**config.mk**
```make
export PLATFORM = sky130hd
export DESIGN_NAME = id_ex_stage
export DESIGN_NICKNAME = d
export VERILOG_FILES = /design/src/rtl/id_ex_stage.sv
export SDC_FILE = /design/constraint.sdc
export NUM_CORES = 1
export LEC_CHECK = 0
export ABC_AREA = 1
export BUFFER_PORTS_ARGS = -buffer_cell sky130_fd_sc_hd__buf_4
export CAP_MARGIN = 30
export CORE_AREA = 2 2 168 170
export CTS_CLUSTER_DIAMETER = 150
export DETAILED_ROUTE_END_ITERATION = 8
export DIE_AREA = 0 0 170 172
export GPL_ROUTABILITY_DRIVEN = 0
export PLACE_DENSITY_LB_ADDON = 0.2
export SYNTH_ARGS = -nofsm -noshare
export SYNTH_HDL_FRONTEND = slang
export SYNTH_SLANG_ARGS = --single-unit
```
**constraint.sdc**
```tcl
create_clock -name clk -period 2.45 [get_ports clk]
set_input_delay 0.3675 -clock clk [delete_from_list [all_inputs] [get_ports clk]]
set_output_delay 0.3675 -clock clk [all_outputs]
set_load 0.005 [all_outputs]
```
**src/rtl/id_ex_stage.sv**
```systemverilog
// ID/EX pipeline stage: registers decoded instruction fields, and forwards
// rs/rt from EX/MEM and MEM/WB (EX/MEM first). Drives the ALU operands and
// the EX-stage control signals.
module id_ex_stage (
    input  logic        clk,
    input  logic        rst_n,
    input  logic        id_valid,
    input  logic [5:0]  id_opcode,
    input  logic [5:0]  id_funct,
    input  logic [4:0]  id_shamt,
    input  logic [15:0] id_imm,
    input  logic [4:0]  id_rs,
    input  logic [4:0]  id_rt,
    input  logic [4:0]  id_rd,
    input  logic [31:0] id_rs_data,
    input  logic [31:0] id_rt_data,
    input  logic        stall,
    input  logic        flush,
    input  logic        exmem_regwrite,
    input  logic [4:0]  exmem_rd,
    input  logic [31:0] exmem_result,
    input  logic        memwb_regwrite,
    input  logic [4:0]  memwb_rd,
    input  logic [31:0] memwb_result,
    output logic        ex_valid,
    output logic [31:0] alu_a,
    output logic [31:0] alu_b,
    output logic [3:0]  alu_c,
    output logic [4:0]  ex_dest,
    output logic        ex_regwrite,
    output logic        ex_memread,
    output logic        ex_memwrite,
    output logic [31:0] ex_store_data,
    output logic        ex_illegal
);

    localparam logic [3:0] ALU_ADD = 4'b0010;
    localparam logic [3:0] ALU_SUB = 4'b0110;
    localparam logic [3:0] ALU_MUL = 4'b1000;
    localparam logic [3:0] ALU_SRL = 4'b1001;
    localparam logic [3:0] ALU_LUI = 4'b1010;

    function automatic logic [31:0] sign_ext16(input logic [15:0] imm);
        return {{16{imm[15]}}, imm};
    endfunction

    function automatic logic [31:0] zero_ext16(input logic [15:0] imm);
        return {16'b0, imm};
    endfunction

    // Newest producer wins; r0 is hard-wired and never forwarded.
    function automatic logic [31:0] fwd_sel(
        input logic [4:0]  idx,
        input logic [31:0] data,
        input logic        em_we,
        input logic [4:0]  em_rd,
        input logic [31:0] em_res,
        input logic        mw_we,
        input logic [4:0]  mw_rd,
        input logic [31:0] mw_res
    );
        if (em_we && (em_rd != 5'd0) && (em_rd == idx))
            return em_res;
        else if (mw_we && (mw_rd != 5'd0) && (mw_rd == idx))
            return mw_res;
        else
            return data;
    endfunction

    // Decoded control, captured into the stage registers
    logic [3:0]  d_alu_c;
    logic        d_a_rt;
    logic        d_b_rt;
    logic [31:0] d_b_const;
    logic [4:0]  d_dest;
    logic        d_regwrite;
    logic        d_memread;
    logic        d_memwrite;
    logic        d_illegal;

    // Stage registers
    logic        vld_p1;
    logic [4:0]  rs_p1;
    logic [4:0]  rt_p1;
    logic [31:0] rs_data_p1;
    logic [31:0] rt_data_p1;
    logic [31:0] b_const_p1;
    logic [3:0]  alu_c_p1;
    logic        a_rt_p1;
    logic        b_rt_p1;
    logic [4:0]  dest_p1;
    logic        regwrite_p1;
    logic        memread_p1;
    logic        memwrite_p1;
    logic        illegal_p1;

    logic [31:0] fwd_rs;
    logic [31:0] fwd_rt;

    // Instruction decode of the ID-stage fields
    always_comb begin
        d_alu_c    = ALU_ADD;
        d_a_rt     = 1'b0;
        d_b_rt     = 1'b1;
        d_b_const  = 32'd0;
        d_dest     = 5'd0;
        d_regwrite = 1'b0;
        d_memread  = 1'b0;
        d_memwrite = 1'b0;
        d_illegal  = 1'b0;
        case (id_opcode)
            6'h00: begin
                case (id_funct)
                    6'h20: begin
                        d_dest     = id_rd;
                        d_regwrite = 1'b1;
                    end
                    6'h22: begin
                        d_alu_c    = ALU_SUB;
                        d_dest     = id_rd;
                        d_regwrite = 1'b1;
                    end
                    6'h18: begin
                        d_alu_c    = ALU_MUL;
                        d_dest     = id_rd;
                        d_regwrite = 1'b1;
                    end
                    6'h02: begin
                        d_alu_c    = ALU_SRL;
                        d_a_rt     = 1'b1;
                        d_b_rt     = 1'b0;
                        d_b_const  = {27'd0, id_shamt};
                        d_dest     = id_rd;
                        d_regwrite = 1'b1;
                    end
                    default: d_illegal = 1'b1;
                endcase
            end
            6'h08: begin
                d_b_rt     = 1'b0;
                d_b_const  = sign_ext16(id_imm);
                d_dest     = id_rt;
                d_regwrite = 1'b1;
            end
            6'h0F: begin
                d_alu_c    = ALU_LUI;
                d_b_rt     = 1'b0;
                d_b_const  = zero_ext16(id_imm);
                d_dest     = id_rt;
                d_regwrite = 1'b1;
            end
            6'h23: begin
                d_b_rt     = 1'b0;
                d_b_const  = sign_ext16(id_imm);
                d_dest     = id_rt;
                d_regwrite = 1'b1;
                d_memread  = 1'b1;
            end
            6'h2B: begin
                d_b_rt     = 1'b0;
                d_b_const  = sign_ext16(id_imm);
                d_memwrite = 1'b1;
            end
            6'h04: begin
                d_alu_c    = ALU_SUB;
            end
            default: d_illegal = 1'b1;
        endcase
    end

    // Stage register update: reset > flush > stall hold > bubble/capture
    always_ff @(posedge clk) begin
        if (!rst_n || flush || (!stall && !id_valid)) begin
            vld_p1      <= 1'b0;
            rs_p1       <= 5'd0;
            rt_p1       <= 5'd0;
            rs_data_p1  <= 32'd0;
            rt_data_p1  <= 32'd0;
            b_const_p1  <= 32'd0;
            alu_c_p1    <= 4'd0;
            a_rt_p1     <= 1'b0;
            b_rt_p1     <= 1'b0;
            dest_p1     <= 5'd0;
            regwrite_p1 <= 1'b0;
            memread_p1  <= 1'b0;
            memwrite_p1 <= 1'b0;
            illegal_p1  <= 1'b0;
        end else if (!stall) begin
            vld_p1      <= 1'b1;
            rs_p1       <= id_rs;
            rt_p1       <= id_rt;
            rs_data_p1  <= id_rs_data;
            rt_data_p1  <= id_rt_data;
            b_const_p1  <= d_b_const;
            alu_c_p1    <= d_alu_c;
            a_rt_p1     <= d_a_rt;
            b_rt_p1     <= d_b_rt;
            dest_p1     <= d_dest;
            regwrite_p1 <= d_regwrite;
            memread_p1  <= d_memread;
            memwrite_p1 <= d_memwrite;
            illegal_p1  <= d_illegal;
        end
    end

    // Forwarding stays live during stall so held operands pick up new results
    always_comb begin
        fwd_rs = fwd_sel(rs_p1, rs_data_p1, exmem_regwrite, exmem_rd, exmem_result,
                         memwb_regwrite, memwb_rd, memwb_result);
        fwd_rt = fwd_sel(rt_p1, rt_data_p1, exmem_regwrite, exmem_rd, exmem_result,
                         memwb_regwrite, memwb_rd, memwb_result);
    end

    // Operand and control outputs; a bubble presents 0 + 0 to the ALU
    always_comb begin
        ex_valid      = vld_p1;
        alu_a         = 32'd0;
        alu_b         = 32'd0;
        alu_c         = ALU_ADD;
        ex_dest       = 5'd0;
        ex_regwrite   = 1'b0;
        ex_memread    = 1'b0;
        ex_memwrite   = 1'b0;
        ex_store_data = 32'd0;
        ex_illegal    = 1'b0;
        if (vld_p1) begin
            alu_a         = a_rt_p1 ? fwd_rt : fwd_rs;
            alu_b         = b_rt_p1 ? fwd_rt : b_const_p1;
            alu_c         = alu_c_p1;
            ex_dest       = dest_p1;
            ex_regwrite   = regwrite_p1;
            ex_memread    = memread_p1;
            ex_memwrite   = memwrite_p1;
            ex_store_data = memwrite_p1 ? fwd_rt : 32'd0;
            ex_illegal    = illegal_p1;
        end
    end

endmodule

```
==> results of run 1 <==
per-layer routing:
layer / vias up / routed length (microns)
met1: 4497 / 15100
met3: 37 / 2840
li1: 4987 / -
met2: 421 / 15800
met4: 0 / 677
met5: - / 0
registers in the layout (all words and copies together) (netlist names):
signal	cells
a_rt_p1	1
alu_c_p1	4
b_const_p1	17
b_rt_p1	1
dest_p1	5
ex_valid	1
illegal_p1	1
memread_p1	1
memwrite_p1	1
regwrite_p1	1
rs_data_p1	32
rs_p1	5
rt_data_p1	32
rt_p1	5
through the flow:
| stage | total power [uW] | cell area [sq um] | hold slack [ns] | worst slack, ns |
|---|---|---|---|---|
| after floorplan | 2270 | 8140 | 0.445 | 0.731 |
| after global placement | 2750 | 10900 | 0.453 | 0.200 |
| after detailed placement | 2750 | 10900 | 0.456 | 0.196 |
| after CTS | 4460 | 11200 | 0.242 | 0.00814 |
| after global routing | 4650 | 11400 | 0.250 | -0.0758 |
| final | 4440 | 11400 | 0.255 | 0.0442 |
cells by family (layout without fill, tap and decap cells):
kind of cell    count (synthesis)  in the layout
compound gates                157            157
xor+xnor                       18             18
buf+inv                       298            560
flops                         107            107
other cells                     0              1
simple gates                  843            843
cell usage in the layout (no fill, tap or decap), drive strengths merged, types with 2 or more instances in the layout:
master,Yosys,final
nor2,121,121
bufinv,0,2
o21ai,17,17
or2,11,11
dfxtp,107,107
nand3b,2,2
clkbuf,44,11
inv,197,199
xnor2,7,7
clkinv,1,2
nand2,458,458
nand3,180,180
nor3,4,4
clkinvlp,0,2
a31oi,2,2
a21oi,136,136
nand4,66,66
xor2,11,11
buf,56,344
cell type report:
| cell class | count | share of cell area [%] |
|---|---|---|
| diodes | 1 | 0.0219 |
| clock buffers | 9 | 1.97 |
| clock inverters | 7 | 0.953 |
| inverters | 198 | 6.54 |
| multi-input cells | 1018 | 43.1 |
| flip-flops and latches | 107 | 18.8 |
| well taps | 346 | 3.79 |
| repair buffers | 346 | 24.8 |
worst paths after layout:
check | startpoint | end | slack, ns | depth (start not counted)
setup / recovery | rs_p1[1] | alu_a[3] | 0.04 | 11
hold / removal | id_rs[0] | rs_p1[0] | 0.26 | 3
setup reg to reg | ex_valid | ex_valid | 1.38 | 3
hold reg to reg | rs_data_p1[29] | rs_data_p1[29] | 0.47 | 2
critical path: cells and delay by family, from the launching register on:
kind / cells / cell delay, ns
buf+inv: 3 / 0.39
simple gates: 7 / 0.79
flops: 1 / 0.35
xor+xnor: 1 / 0.15
power groups by stage:
| stage | Sequential, uW | Combinational (uW) | Clock (uW) |
|---|---|---|---|
| after floorplan | 1840 | 436 | 0 |
| after global placement | 1850 | 901 | 0 |
| after detailed placement | 1850 | 904 | 0 |
| after CTS | 1810 | 911 | 1740 |
| after global routing | 1820 | 1030 | 1800 |
| final | 1810 | 940 | 1690 |
what timing repair did:
action / 4_1_cts / 5_1_grt
hold endpoints to repair: 0 / 0
hold buffers: 0 / 0
setup endpoints to repair: 53 / 62
gates resized for setup: 16 / 32
gates cloned: 0 / 2
buffers inserted: 0 / 1
pin swaps: 2 / 8
==> run_summary.xml, run 1 <==
<?xml version="1.0" encoding="UTF-8"?>
<metrics>
  <group name="yosys">
    <metric name="syn_area_per_cell" unit="sq um">5.72</metric>
    <metric name="muxShareOfSynthArea" unit="%">0</metric>
    <metric name="synth-seq-area-share" unit="%">26.3</metric>
    <metric name="synth_simple_gate_area_share" unit="%">47.1</metric>
    <metric name="warning_count_from_the_yosys_run" unit="">0</metric>
    <metric name="post_synth_instance_area" unit="sq um">8140</metric>
    <metric name="synth_most_common_cell" unit="">nand2_1</metric>
    <metric name="number_of_instances_in_the_synthesized_netlist" unit="">1423</metric>
    <metric name="synthTopCellsByArea" unit="">dfxtp_1 26%, nand2_1 21%, nand3_1 9.0%, inv_1 8.9%, a21oi_1 8.4%</metric>
    <metric name="flops_latches_synth" unit="">107</metric>
    <metric name="synth_edf_count" unit="">0</metric>
    <metric name="yosys.area.top_type_share" unit="%">26.3</metric>
    <metric name="postSynth.topFlopCell" unit="">dfxtp_1</metric>
    <metric name="synth_top_family_by_area" unit="">simple AND/OR/NAND/NOR gates</metric>
    <metric name="async_reset_ff_share" unit="%">0</metric>
    <metric name="synth_top_cells_by_count" unit="">456 x nand2_1, 194 x inv_1, 147 x nand3_1, 136 x a21oi_1, 114 x nor2_1</metric>
    <metric name="yosys.area_share.xor_xnor" unit="%">2.03</metric>
    <metric name="synthDistinctLibCells" unit="">33</metric>
    <metric name="synthesized_area_fraction_occupied_by_ao_oa_aoi_and_oai_cells" unit="%">9.76</metric>
    <metric name="syn_nets" unit="">1616</metric>
    <metric name="synth-adder-area-share" unit="%">0</metric>
    <metric name="synth_area_leader_cell" unit="">dfxtp_1</metric>
  </group>
  <group name="detailed_routing">
    <metric name="routed_len_inst" unit="microns">16.9</metric>
    <metric name="detail_route.vias_per_cell" unit="">4.89</metric>
    <metric name="route.final.wire_length" unit="microns">34400</metric>
    <metric name="drt_first_pass_iters" unit="">5</metric>
    <metric name="num_vias" unit="">9942</metric>
    <metric name="drc" unit="">0</metric>
    <metric name="starting_drt_drc_count" unit="">775</metric>
    <metric name="ant_nets" unit="">0</metric>
  </group>
  <group name="power_and_ir_drop">
    <metric name="switching_share" unit="%">30.1</metric>
    <metric name="worst_voltage_drop_across_the_vdd_grid" unit="V">0.000242</metric>
    <metric name="power_per_cell_area" unit="nW/um^2">389</metric>
    <metric name="power.leakage" unit="uW">0.00595</metric>
    <metric name="p_seq_share" unit="%">40.8</metric>
    <metric name="comb_power_share" unit="%">21.2</metric>
    <metric name="internal_power" unit="uW">3110</metric>
    <metric name="power.clock.fraction" unit="%">38.1</metric>
    <metric name="switchingPower" unit="uW">1340</metric>
  </group>
  <group name="setup_path">
    <metric name="crit_chain" unit="">xnor2_1 &gt; nand3_1 &gt; nor2_4 &gt; buf_6 &gt; nand3_1 &gt; nand2_1 &gt; inv_1 &gt; nand2_1 &gt; nand2_1 &gt; nor2_1 &gt; buf_4</metric>
    <metric name="slowest_stage" unit="">dfxtp_2</metric>
    <metric name="critical_path_required" unit="ns">2.08</metric>
    <metric name="critical_path.startpoint_type" unit="">flip-flop</metric>
    <metric name="critPathMaxFanout" unit="">13</metric>
    <metric name="cp-end-kind" unit="">primary output</metric>
    <metric name="crit_path_frequent_cell" unit="">nand2_1</metric>
    <metric name="worstPathArrival" unit="ns">2.04</metric>
    <metric name="crit_path_max_incr_delay" unit="ns">0.35</metric>
    <metric name="path_class" unit="">flip-flop to primary output</metric>
  </group>
  <group name="finish">
    <metric name="stdcell_count" unit="">2032</metric>
    <metric name="syn_to_final_growth" unit="%">40.3</metric>
    <metric name="multi_input_gate_area_in_the_final_layout" unit="sq um">4920</metric>
    <metric name="fillers" unit="">3025</metric>
    <metric name="share_of_post_route_cells_with_drive_strength_above_1" unit="%">26.8</metric>
    <metric name="final-seq-area" unit="sq um">2150</metric>
    <metric name="finalCoreUtilization" unit="%">41.6</metric>
    <metric name="fin_nets" unit="">1873</metric>
  </group>
  <group name="placement">
    <metric name="place_hpwl" unit="microns">25500</metric>
    <metric name="instance_count_after_placement_with_tap_cells_included" unit="">2013</metric>
    <metric name="buffer_ports.inserted" unit="">302</metric>
  </group>
  <group name="grt">
    <metric name="grt_start_max_net_pins" unit="">78</metric>
    <metric name="initial_antenna_violation_count" unit="">1</metric>
    <metric name="most_congested_layer_reported_by_global_routing" unit="">met2</metric>
    <metric name="groute.usage.overall" unit="%">22.5</metric>
    <metric name="gr_layer_usage_met1" unit="%">29.4</metric>
    <metric name="grt_pass1_vias" unit="">9263</metric>
    <metric name="global_route.usage.met2" unit="%">37.8</metric>
    <metric name="gr-usage-met3" unit="%">4.62</metric>
    <metric name="grt_first_pass_wirelength" unit="microns">51100</metric>
    <metric name="globalRouteOverflowTotal" unit="">0</metric>
  </group>
  <group name="timing">
    <metric name="clock.fmax" unit="MHz">416</metric>
    <metric name="setup_total_negative_slack" unit="ns">0</metric>
    <metric name="worst_pin_slew" unit="ns">0.603</metric>
    <metric name="worst_clock_skew" unit="ns">0</metric>
    <metric name="final-setup-viol-count" unit="">0</metric>
    <metric name="final_period_minus_worst_setup_slack" unit="ns">2.41</metric>
    <metric name="hold_violations" unit="">0</metric>
    <metric name="final.period_utilization" unit="%">98.2</metric>
    <metric name="final_max_slew_viol_count" unit="">0</metric>
    <metric name="setup_repair_after_global_routing_missed_its_margin" unit="">yes</metric>
    <metric name="slew_headroom" unit="%">59.6</metric>
  </group>
  <group name="status">
    <metric name="result_of_the_run" unit="">finished clean</metric>
  </group>
  <group name="floorplan">
    <metric name="floorplan.initialDensity" unit="%">29.6</metric>
    <metric name="die-area" unit="sq um">29200</metric>
    <metric name="dieWidth" unit="microns">170</metric>
    <metric name="fp.dieH" unit="microns">172</metric>
    <metric name="floorplan.core_area" unit="sq um">27500</metric>
    <metric name="placementRows" unit="">61</metric>
    <metric name="boundaryPins" unit="">303</metric>
  </group>
  <group name="flow_run">
    <metric name="maximum_capacitance_violations" unit="">0</metric>
  </group>
  <group name="cts">
    <metric name="cts_buffers" unit="">9</metric>
    <metric name="worst_skew_pair.late_latency" unit="ns">0.35</metric>
    <metric name="cts-htree-levels" unit="">3</metric>
    <metric name="tritoncts" unit="">yes</metric>
    <metric name="cts_sinks" unit="">107</metric>
    <metric name="clkTransAtPathRegs" unit="ns">0.08</metric>
    <metric name="clk_path_buf_depth" unit="">2</metric>
    <metric name="cts_root_buffer" unit="">clkbuf_16</metric>
  </group>
  <group name="hold_path">
    <metric name="hold_class" unit="">input port to flip-flop</metric>
  </group>
</metrics>
Note: power is estimated with default switching activity, not from simulation.
==> run 2, diff against run 1 <==
--- a/config.mk
+++ b/config.mk
@@ -14,6 +14,7 @@
 export DIE_AREA = 0 0 170 172
 export GPL_ROUTABILITY_DRIVEN = 0
 export PLACE_DENSITY_LB_ADDON = 0.2
+export SLEW_MARGIN = 10
 export SYNTH_ARGS = -nofsm -noshare
 export SYNTH_HDL_FRONTEND = slang
 export SYNTH_SLANG_ARGS = --single-unit
==> constraint.sdc (replaced) <==
create_clock -name clk -period 2.5 [get_ports clk]
set_input_delay 0.375 -clock clk [delete_from_list [all_inputs] [get_ports clk]]
set_output_delay 0.375 -clock clk [all_outputs]
set_load 0.005 [all_outputs]
==> run 2 against run 1 <==
Effect of this change:
- clock power down 10%
- count of clock-buffer cells in the layout did not move
- combinational power shrank 2.3%
- utilization down 0.25 points
- clock skew did not move
- hold slack better by 0.0088 ns
- total power decreased by 5.3%
- register-to-register slack better by 0.03 ns
- global-route usage is 0.30 points higher
- final cell count is 0.20% higher
- critical endpoint is now ex_store_data[3]
- highest routed layer unchanged
==> run_summary.xml, run 2 (synthesized netlist as in run 1, its figures left out) <==
<?xml version="1.0" encoding="UTF-8"?>
<metrics>
  <group name="status">
    <metric name="result_of_the_run" unit="">finished clean</metric>
  </group>
  <group name="power_and_ir_drop">
    <metric name="total_power" unit="uW">4210</metric>
    <metric name="power_per_cell_area" unit="nW/um^2">371</metric>
    <metric name="power.leakage" unit="uW">0.00595</metric>
    <metric name="switching_share" unit="%">30.5</metric>
    <metric name="worst_voltage_drop_across_the_vdd_grid" unit="V">0.000242</metric>
    <metric name="switchingPower" unit="uW">1280</metric>
    <metric name="comb_power_share" unit="%">21.8</metric>
    <metric name="internal_power" unit="uW">2920</metric>
    <metric name="power.clock.fraction" unit="%">36.0</metric>
    <metric name="p_seq_share" unit="%">42.1</metric>
  </group>
  <group name="finish">
    <metric name="share_of_post_route_cells_with_drive_strength_above_1" unit="%">26.4</metric>
    <metric name="finalCoreUtilization" unit="%">41.3</metric>
    <metric name="layout_common_cells" unit="">454 x nand2_1, 327 x buf_4, 193 x inv_1</metric>
    <metric name="stdcell_area" unit="sq um">11400</metric>
    <metric name="stdcell_count" unit="">2036</metric>
    <metric name="largestRegisters" unit="">rs_data_p1 (32), rt_data_p1 (32), b_const_p1 (17)</metric>
    <metric name="layout.cells.most_common" unit="">nand2_1</metric>
    <metric name="syn_to_final_growth" unit="%">39.5</metric>
    <metric name="fin_nets" unit="">1876</metric>
  </group>
  <group name="cts">
    <metric name="cts-htree-levels" unit="">3</metric>
    <metric name="cts_buffers" unit="">9</metric>
    <metric name="cts_root_buffer" unit="">clkbuf_16</metric>
    <metric name="ctsHoldBuffers" unit="">0</metric>
    <metric name="cts_sinks" unit="">107</metric>
    <metric name="worst_skew_pair.late_latency" unit="ns">0.35</metric>
    <metric name="tritoncts" unit="">yes</metric>
    <metric name="clkTransAtPathRegs" unit="ns">0.08</metric>
    <metric name="clk_path_buf_depth" unit="">2</metric>
  </group>
  <group name="setup_path">
    <metric name="critical_path_required" unit="ns">2.12</metric>
    <metric name="worstPathArrival" unit="ns">2.02</metric>
    <metric name="cp-end-kind" unit="">primary output</metric>
    <metric name="path_class" unit="">flip-flop to primary output</metric>
    <metric name="timing.reg2reg.setup_slack" unit="ns">1.41</metric>
    <metric name="crit_path_max_incr_delay" unit="ns">0.36</metric>
    <metric name="crit_chain" unit="">xnor2_1 &gt; nand2_2 &gt; nor3_4 &gt; buf_8 &gt; nand3_1 &gt; a21oi_1 &gt; buf_4</metric>
    <metric name="slowest_stage" unit="">dfxtp_2</metric>
    <metric name="critical_path.startpoint_type" unit="">flip-flop</metric>
    <metric name="critPathMaxFanout" unit="">14</metric>
  </group>
  <group name="detailed_routing">
    <metric name="detail_route.vias_per_cell" unit="">4.93</metric>
    <metric name="drc" unit="">0</metric>
    <metric name="routed_len_inst" unit="microns">16.9</metric>
    <metric name="starting_drt_drc_count" unit="">810</metric>
    <metric name="ant_nets" unit="">0</metric>
    <metric name="num_vias" unit="">10000</metric>
    <metric name="route.final.wire_length" unit="microns">34300</metric>
    <metric name="drt_first_pass_iters" unit="">5</metric>
  </group>
  <group name="floorplan">
    <metric name="placementRows" unit="">61</metric>
    <metric name="fp.dieH" unit="microns">172</metric>
    <metric name="floorplan.core_area" unit="sq um">27500</metric>
    <metric name="boundaryPins" unit="">303</metric>
    <metric name="die-area" unit="sq um">29200</metric>
    <metric name="dieWidth" unit="microns">170</metric>
    <metric name="floorplan.initialDensity" unit="%">29.6</metric>
  </group>
  <group name="timing">
    <metric name="post-route-worst-setup-slack" unit="ns">0.102</metric>
    <metric name="clock.fmax" unit="MHz">417</metric>
    <metric name="setup_repair_after_global_routing_missed_its_margin" unit="">yes</metric>
    <metric name="slew_headroom" unit="%">64.6</metric>
    <metric name="final_period_minus_worst_setup_slack" unit="ns">2.40</metric>
    <metric name="final_max_slew_viol_count" unit="">0</metric>
    <metric name="final-setup-viol-count" unit="">0</metric>
    <metric name="worst_pin_slew" unit="ns">0.529</metric>
    <metric name="final.period_utilization" unit="%">95.9</metric>
    <metric name="worst_clock_skew" unit="ns">0</metric>
    <metric name="hold_violations" unit="">0</metric>
  </group>
  <group name="grt">
    <metric name="grt_pass1_vias" unit="">9409</metric>
    <metric name="initial_antenna_violation_count" unit="">2</metric>
    <metric name="grt_start_max_net_pins" unit="">76</metric>
    <metric name="grt_first_pass_wirelength" unit="microns">51500</metric>
    <metric name="globalRouteOverflowTotal" unit="">0</metric>
    <metric name="groute.usage.overall" unit="%">22.8</metric>
  </group>
  <group name="placement">
    <metric name="post-place-ws" unit="ns">0.271</metric>
    <metric name="place_hpwl" unit="microns">25800</metric>
    <metric name="placed_cell_area" unit="sq um">10900</metric>
    <metric name="instance_count_after_placement_with_tap_cells_included" unit="">2016</metric>
    <metric name="buffer_ports.inserted" unit="">302</metric>
  </group>
  <group name="flow_run">
    <metric name="maximum_capacitance_violations" unit="">0</metric>
  </group>
  <group name="hold_path">
    <metric name="hold_class" unit="">input port to flip-flop</metric>
  </group>
</metrics>
==> run 2: per-stage QoR <==
| stage | setup TNS [ns] | hold slack, ns |
|---|---|---|
| global placement | 0 | 0.453 |
| floorplan | 0 | 0.445 |
| detailed placement | 0 | 0.455 |
| CTS | 0 | 0.253 |
| global route | -0.0304 | 0.263 |
| finish | 0 | 0.264 |
==> run 2: layout make-up <==
cell class,instances,area [sq um]
tap,346,433
clock buffer,9,225
sequential,107,2150
clock inverter,7,73.8
inverter,198,747
timing repair buffer,349,2830
fill,3029,16100
multi-input combinational,1018,4890
antenna,2,5.00
==> run 2: path summary, 6_finish.rpt <==
| kind | startpoint | to | cells after the start |
|---|---|---|---|
| setup reg to reg | ex_valid | ex_valid | 3 |
| hold / removal | id_rs[0] | rs_p1[0] | 3 |
| hold reg to reg | rt_data_p1[17] | rt_data_p1[17] | 2 |
| setup / recovery | rt_p1[0] | ex_store_data[3] | 7 |
==> run 2: critical path, delay by kind of cell (launching register included) <==
| kind | cells | cell delay, ns |
|---|---|---|
| AO/OA/AOI/OAI | 1 | 0.27 |
| XOR/XNOR | 1 | 0.20 |
| buffers and inverters | 2 | 0.38 |
| flip-flops | 1 | 0.36 |
| AND/OR/NAND/NOR | 3 | 0.46 |
==> run 2: repair_timing <==
action                     4_1_cts  5_1_grt
setup buffers                    0        1
resized for setup                0       35
setup endpoints to repair        0       84
==> run 2: layer usage <==
| metal | wire length [microns] | global-route usage [%] |
|---|---|---|
| met5 | 0 | 0 |
| met4 | 802 | 8.18 |
| met3 | 2900 | 4.83 |
| met2 | 15800 | 37.3 |
| met1 | 14900 | 29.6 |
==> run 2: power groups by stage <==
stage / registers, uW / clock network [uW] / logic (uW)
floorplan: 1800 / 0 / 427
global placement: 1810 / 0 / 886
detailed placement: 1810 / 0 / 892
CTS: 1770 / 1570 / 894
global route: 1780 / 1630 / 1010
finish: 1770 / 1520 / 918
